==> src/rtl/ddr4_dll_lock_ctrl.sv <==
// Fabric-side lock/update controller for the DDR4 DLL wrapper: power-up sequencing,
// filtered lock qualification with timeout/retry, code capture and code-update pulses.
module ddr4_dll_lock_ctrl #(
  parameter int unsigned PWRUP_CYCLES    = 64,
  parameter int unsigned LOCK_FILTER     = 8,
  parameter int unsigned LOCK_TIMEOUT    = 4096,
  parameter int unsigned MAX_RETRY       = 3,
  parameter int unsigned UPDATE_INTERVAL = 1024,
  parameter int unsigned UPDATE_PULSE    = 4,
  parameter int unsigned CAPTURE_TIMEOUT = 16
) (
  input  logic       CLK,
  input  logic       RESET,
  input  logic       ENABLE,
  input  logic       FORCE_UPDATE,
  input  logic       DLL_LOCK,
  input  logic       DLL_DELAY_DIFF,
  input  logic [7:0] DLL_CODE,
  output logic       DLL_POWERDOWN_N,
  output logic       DLL_CODE_UPDATE,
  output logic       READY,
  output logic [7:0] CODE_OUT,
  output logic       CODE_VALID,
  output logic       ERROR,
  output logic [1:0] RETRY_CNT,
  output logic [2:0] STATE
);

  function automatic int unsigned max2(input int unsigned a, input int unsigned b);
    return (a > b) ? a : b;
  endfunction

  // One state timer serves every timed state, so it is sized for the longest interval.
  localparam int unsigned TMR_MAX = max2(max2(max2(PWRUP_CYCLES, LOCK_TIMEOUT),
                                              max2(UPDATE_INTERVAL, UPDATE_PULSE)),
                                         CAPTURE_TIMEOUT);
  localparam int unsigned TW = $clog2(TMR_MAX) + 1;
  localparam int unsigned FW = $clog2(LOCK_FILTER) + 1;

  typedef enum logic [2:0] {
    S_OFF       = 3'd0,
    S_PWRUP     = 3'd1,
    S_WAIT_LOCK = 3'd2,
    S_LOCKED    = 3'd3,
    S_UPDATE    = 3'd4,
    S_CAPTURE   = 3'd5,
    S_FAIL      = 3'd6
  } state_t;

  state_t          state_q, state_d;
  logic            lock_s1, lock_sync, diff_s1, diff_sync;
  logic [7:0]      code_s, code_p;
  logic [TW-1:0]   tmr_q, tmr_d, tmr_inc;
  logic [FW-1:0]   filt_q, filt_d, filt_inc;
  logic [1:0]      retry_d, retry_inc;
  logic [7:0]      code_out_d;
  logic            code_valid_d, pdn_d, upd_d, rdy_d, err_d;
  logic            retry_ok, wrap, code_match;
  state_t          retry_state;

  // Next state, counters and registered-output next values.
  always_comb begin
    state_d      = state_q;
    retry_d      = RETRY_CNT;
    code_out_d   = CODE_OUT;
    code_valid_d = 1'b0;

    tmr_inc     = (tmr_q == TW'(TMR_MAX)) ? tmr_q : tmr_q + TW'(1);
    filt_inc    = !lock_sync ? '0 :
                  (filt_q == FW'(LOCK_FILTER)) ? filt_q : filt_q + FW'(1);
    retry_ok    = (RETRY_CNT < 2'(MAX_RETRY));
    retry_state = retry_ok ? S_PWRUP : S_FAIL;
    retry_inc   = retry_ok ? RETRY_CNT + 2'd1 : RETRY_CNT;
    wrap        = (tmr_q == TW'(UPDATE_INTERVAL - 1));
    code_match  = (tmr_q != '0) && (code_s == code_p);

    case (state_q)
      S_OFF: begin
        if (ENABLE) state_d = S_PWRUP;
      end
      S_PWRUP: begin
        if (tmr_q == TW'(PWRUP_CYCLES - 1)) state_d = S_WAIT_LOCK;
      end
      S_WAIT_LOCK: begin
        // Lock qualification wins over a coincident timeout.
        if (filt_inc == FW'(LOCK_FILTER)) begin
          state_d = S_CAPTURE;
        end else if (tmr_q == TW'(LOCK_TIMEOUT - 1)) begin
          state_d = retry_state;
          retry_d = retry_inc;
        end
      end
      S_CAPTURE: begin
        if (!lock_sync) begin
          state_d = retry_state;
          retry_d = retry_inc;
        end else if (code_match) begin
          state_d      = S_LOCKED;
          code_out_d   = code_s;
          code_valid_d = 1'b1;
          retry_d      = 2'd0;
        end else if (tmr_q == TW'(CAPTURE_TIMEOUT - 1)) begin
          state_d = S_LOCKED;
        end
      end
      S_LOCKED: begin
        if (!lock_sync) begin
          state_d = retry_state;
          retry_d = retry_inc;
        end else if (FORCE_UPDATE || (wrap && diff_sync)) begin
          state_d = S_UPDATE;
        end
      end
      S_UPDATE: begin
        if (!lock_sync) begin
          state_d = retry_state;
          retry_d = retry_inc;
        end else if (tmr_q == TW'(UPDATE_PULSE - 1)) begin
          state_d = S_CAPTURE;
        end
      end
      S_FAIL: begin
        state_d = S_FAIL;
      end
      default: begin
        state_d = S_OFF;
      end
    endcase

    // Disable overrides everything except reset; the captured code survives.
    if (!ENABLE) begin
      state_d      = S_OFF;
      retry_d      = 2'd0;
      code_out_d   = CODE_OUT;
      code_valid_d = 1'b0;
    end

    if (state_d != state_q) tmr_d = '0;
    else if (state_q == S_LOCKED && wrap) tmr_d = '0;
    else tmr_d = tmr_inc;

    filt_d = (state_q == S_WAIT_LOCK && state_d == S_WAIT_LOCK) ? filt_inc : '0;

    pdn_d = (state_d inside {S_WAIT_LOCK, S_LOCKED, S_UPDATE, S_CAPTURE});
    upd_d = (state_d == S_UPDATE);
    rdy_d = (state_d == S_LOCKED);
    err_d = (state_d == S_FAIL);
  end

  // State, synchronizers, counters and registered outputs.
  always_ff @(posedge CLK) begin
    if (RESET) begin
      state_q         <= S_OFF;
      lock_s1         <= 1'b0;
      lock_sync       <= 1'b0;
      diff_s1         <= 1'b0;
      diff_sync       <= 1'b0;
      code_s          <= 8'h00;
      code_p          <= 8'h00;
      tmr_q           <= '0;
      filt_q          <= '0;
      DLL_POWERDOWN_N <= 1'b0;
      DLL_CODE_UPDATE <= 1'b0;
      READY           <= 1'b0;
      CODE_OUT        <= 8'h00;
      CODE_VALID      <= 1'b0;
      ERROR           <= 1'b0;
      RETRY_CNT       <= 2'd0;
    end else begin
      state_q         <= state_d;
      lock_s1         <= DLL_LOCK;
      lock_sync       <= lock_s1;
      diff_s1         <= DLL_DELAY_DIFF;
      diff_sync       <= diff_s1;
      code_s          <= DLL_CODE;
      code_p          <= code_s;
      tmr_q           <= tmr_d;
      filt_q          <= filt_d;
      DLL_POWERDOWN_N <= pdn_d;
      DLL_CODE_UPDATE <= upd_d;
      READY           <= rdy_d;
      CODE_OUT        <= code_out_d;
      CODE_VALID      <= code_valid_d;
      ERROR           <= err_d;
      RETRY_CNT       <= retry_d;
    end
  end

  assign STATE = state_q;

endmodule

==> config.mk <==
export PLATFORM = sky130hd
export DESIGN_NAME = ddr4_dll_lock_ctrl
export DESIGN_NICKNAME = d
export VERILOG_FILES = /design/src/rtl/ddr4_dll_lock_ctrl.sv
export SDC_FILE = /design/constraint.sdc
export NUM_CORES = 1
export LEC_CHECK = 0
export ABC_CLOCK_PERIOD_IN_PS = 3000
export CAP_MARGIN = 5
export CORE_MARGIN = 3
export CORE_UTILIZATION = 30
export CTS_CLUSTER_DIAMETER = 120
export DETAILED_ROUTE_END_ITERATION = 16
export PLACE_DENSITY = 0.51
export SLEW_MARGIN = 15
export SYNTH_ARGS = -nofsm -noshare
export SYNTH_HDL_FRONTEND = slang
export SYNTH_SLANG_ARGS = --single-unit
==> constraint.sdc <==
create_clock -name CLK -period 3 [get_ports CLK]
set_input_delay 0.6 -clock CLK [delete_from_list [all_inputs] [get_ports CLK]]
set_output_delay 0.6 -clock CLK [all_outputs]
set_load 0.005 [all_outputs]
==> metrics.md <==
| Metric | Value |
|---|---|
| Rel. slew slack | 43.1% |
| Iteration-0 DRC Markers | 98 |
| Aggregate global routing overflow | 0 |
| Mapped Nets | 311 |
| Worst-path fanout max | 13 |
| Die width | 101 um |
| TritonCTS Buffers | 5 |
| Cell Area, Synth | 2700 sq um |
| Max VDD drop | 0.201 mV |
| Synth Instances | 293 |
| GRT Total Usage | 12.2% |
| Longest Clk Path Bufs | 2 |
| DP Wirelength | 4360 um |
| Clock Skew | 10.8 ps |
| EDFF count, synth | 0 |
| GPL Wtd Cong | 0.852 |
| Fraction of registers with async set/reset | 0% |
| Top cell type's share of synthesized area | 40.8% |
| Least-Margin Pin Slew | 853 ps |
| Worst slack, placed | 217 ps |
| Final Hold Vio Count | 0 |
| Die Y-Extent | 101 um |
| Hold buffer count at cts | 0 |
| Worst-Skew Late Latency | 310 ps |
| Initial core utilization | 31.9% |
| Vias in the first global route | 2097 |
| DR WL/cell | 13.8 um |
| PnR worst setup slack | 393 ps |
| F_max | 384 MHz |
| FP Rows | 33 |
| Cell taking the most area after synthesis | dfxtp_1 |
| Area contributors post-synth | dfxtp_1 (41%), nor2b_1 (6.5%), xnor2_1 (4.9%) |
| Post-CTS Setup Bufs | 0 |
| Vias/cell | 5.05 |
| Top-Level Pins | 32 |
| DRC Markers | 0 |
| Max cap viols | 0 |
| Core area | 8460 sq um |
| Die area | 10200 sq um |
| CTS tree | done |
| Seq/Total Area, Yosys | 40.8% |
| Area growth, synth to finish | 19.4% |
| Crit. End Element | flip-flop |
| Hold Path Class | flip-flop to flip-flop |
| Tmin final | 2610 ps |
| Unrepaired setup endpoints after global routing | no |
| CP Data Required Time | 3210 ps |
| Leak | 0.00110 uW |
| Clock-pin slew on the worst setup and hold paths | 110 ps |
| Crit share post-route | 86.9% |
| Number of H-tree levels | 2 |
| Startpoint types | flip-flop |
| Yosys cell types | 55 |
| Pwr per Cell Area | 398 nW/um^2 |
| Count leader, synth | dfxtp_1 |
| Setup violators final | 0 |
| Total Routed Length | 5950 um |
| Avg Inst Size Synth | 9.20 sq um |
| Setup TNS | 0 ps |
| Final slew viol count | 0 |
| Worst path arrival time | 2820 ps |
| Root Buffer | clkbuf_8 |
| Top FF cell, synth | dfxtp_1 |
| DRT antenna net count | 0 |
| Number of synthesized register bits | 55 |
| DR vias | 2183 |
| Port buffer count | 31 |
| Fillcell total | 826 |
| Total Power | 1280 uW |
| Final Net Count | 344 |
| Post-CTS resize count | 0 |
| Initial antenna violation count | 0 |
| Sink Count | 55 |
| Status | complete, no violations |
| Critical path class | flip-flop to flip-flop |
| Post-synth top cells | dfxtp_1 (55), nor2_1 (33), nor2b_1 (28) |
| Largest net degree at the start of global routing | 30 |
| Yosys warns | 0 |
| Global-route wire length before repair | 10100 um |
| Share of cells above drive strength 1 | 11.3% |
| # diodes | 0 |
| DR pass1 iterations | 5 |
path summary, 6_finish.rpt:
path | startpoint | endpoint | slack [ps] | cells past startpoint
hold / removal | lock_s1 | lock_sync | 450 | 1
setup reg to reg | tmr_q[10] | tmr_q[2] | 390 | 8
hold reg to reg | lock_s1 | lock_sync | 450 | 1
setup / recovery | tmr_q[10] | tmr_q[2] | 390 | 8
registers in the layout, summed over array words and instances, names as in the netlist:
register         flops
CODE_VALID           1
code_s               8
CODE_OUT             8
tmr_q               13
READY                1
STATE                3
RETRY_CNT            2
DLL_CODE_UPDATE      1
filt_q               4
lock_sync            1
lock_s1              1
DLL_POWERDOWN_N      1
diff_sync            1
ERROR                1
diff_s1              1
code_p               8
worst max-delay path, stage by stage, from the launching register on:
cell and delay [ps]:
dfxtp_1 390, or3_1 370, or4_1 580, nand2_1 110
nor2_2 60, nor4_4 400, o311ai_2 110, buf_4 220
nor4_1 240
metal layers:
layer,global-route usage (%),vias to the layer above,share of wire (%),routed length [um]
met3,3.04,7,5.8,347
met5,0,-,0,0
met1,16.3,1021,46,2740
met2,19.2,61,47,2800
met4,4.15,0,0.97,58
li1,-,1094,-,-
through the flow:
stage	hold WS, ps	area [sq um]	util [%]	cells
final	454	3220	38.0	432
after global routing	474	3220	38.0	432
after global placement	431	3120	36.9	424
after CTS	459	3220	38.0	432
after floorplan	414	2700	-	293
after detailed placement	435	3120	36.9	424
report_power, final:
group	total [uW]	switching (uW)	leakage, uW	internal (uW)
Sequential	757	12.2	0.000448	745
Combinational	83.9	41.5	0.000607	42.5
Clock	442	268	0.0000467	174
Total	1280	321	0.00110	961
kinds of logic after synthesis:
group | Yosys count | synth area share [%]
XOR/XNOR | 23 | 7.47
flip-flops | 55 | 40.8
multiplexers | 9 | 3.34
AO/OA/AOI/OAI | 37 | 9.84
AND/OR/NAND/NOR | 140 | 32.0
adder cells (fa/ha/maj) | 4 | 1.86
buffers and inverters | 25 | 4.69
cell type report:
type | count | area [sq um] | share of cell area, %
Timing Repair Buffer | 39 | 370 | 11.5
Inverter | 12 | 45.0 | 1.40
Clock inverter | 3 | 27.5 | 0.855
Clock buffer | 5 | 68.8 | 2.14
Multi-Input combinational cell | 213 | 1480 | 45.8
Sequential cell | 55 | 1100 | 34.2
Tap cell | 105 | 131 | 4.08
cells in the final DEF, fill, tap and decap left out, types with 2 or more instances in the layout:
master / Yosys / layout
nor4_1: 6 / 6
nand2b_1: 4 / 4
dfxtp_1: 55 / 55
and3_1: 3 / 3
a31oi_1: 3 / 3
o311ai_2: 1 / 2
clkdlybuf4s50_1: 0 / 31
clkbuf_8: 0 / 5
or3_1: 4 / 4
nand3_1: 12 / 12
nor2_1: 33 / 33
nand3b_1: 3 / 3
xnor2_1: 15 / 15
nand2_1: 9 / 9
o211ai_1: 4 / 4
nand4_1: 8 / 8
nor4_4: 2 / 2
nor2b_1: 28 / 28
nor3_1: 4 / 4
xor2_1: 8 / 8
inv_1: 12 / 12
a31o_2: 2 / 2
nor4_2: 9 / 9
or2_2: 3 / 3
ha_1: 4 / 4
nor3b_1: 2 / 2
o21ai_0: 4 / 4
a21oi_1: 10 / 10
mux2i_1: 9 / 9
buf_4: 4 / 8
Power figures use the tool's default switching activity.
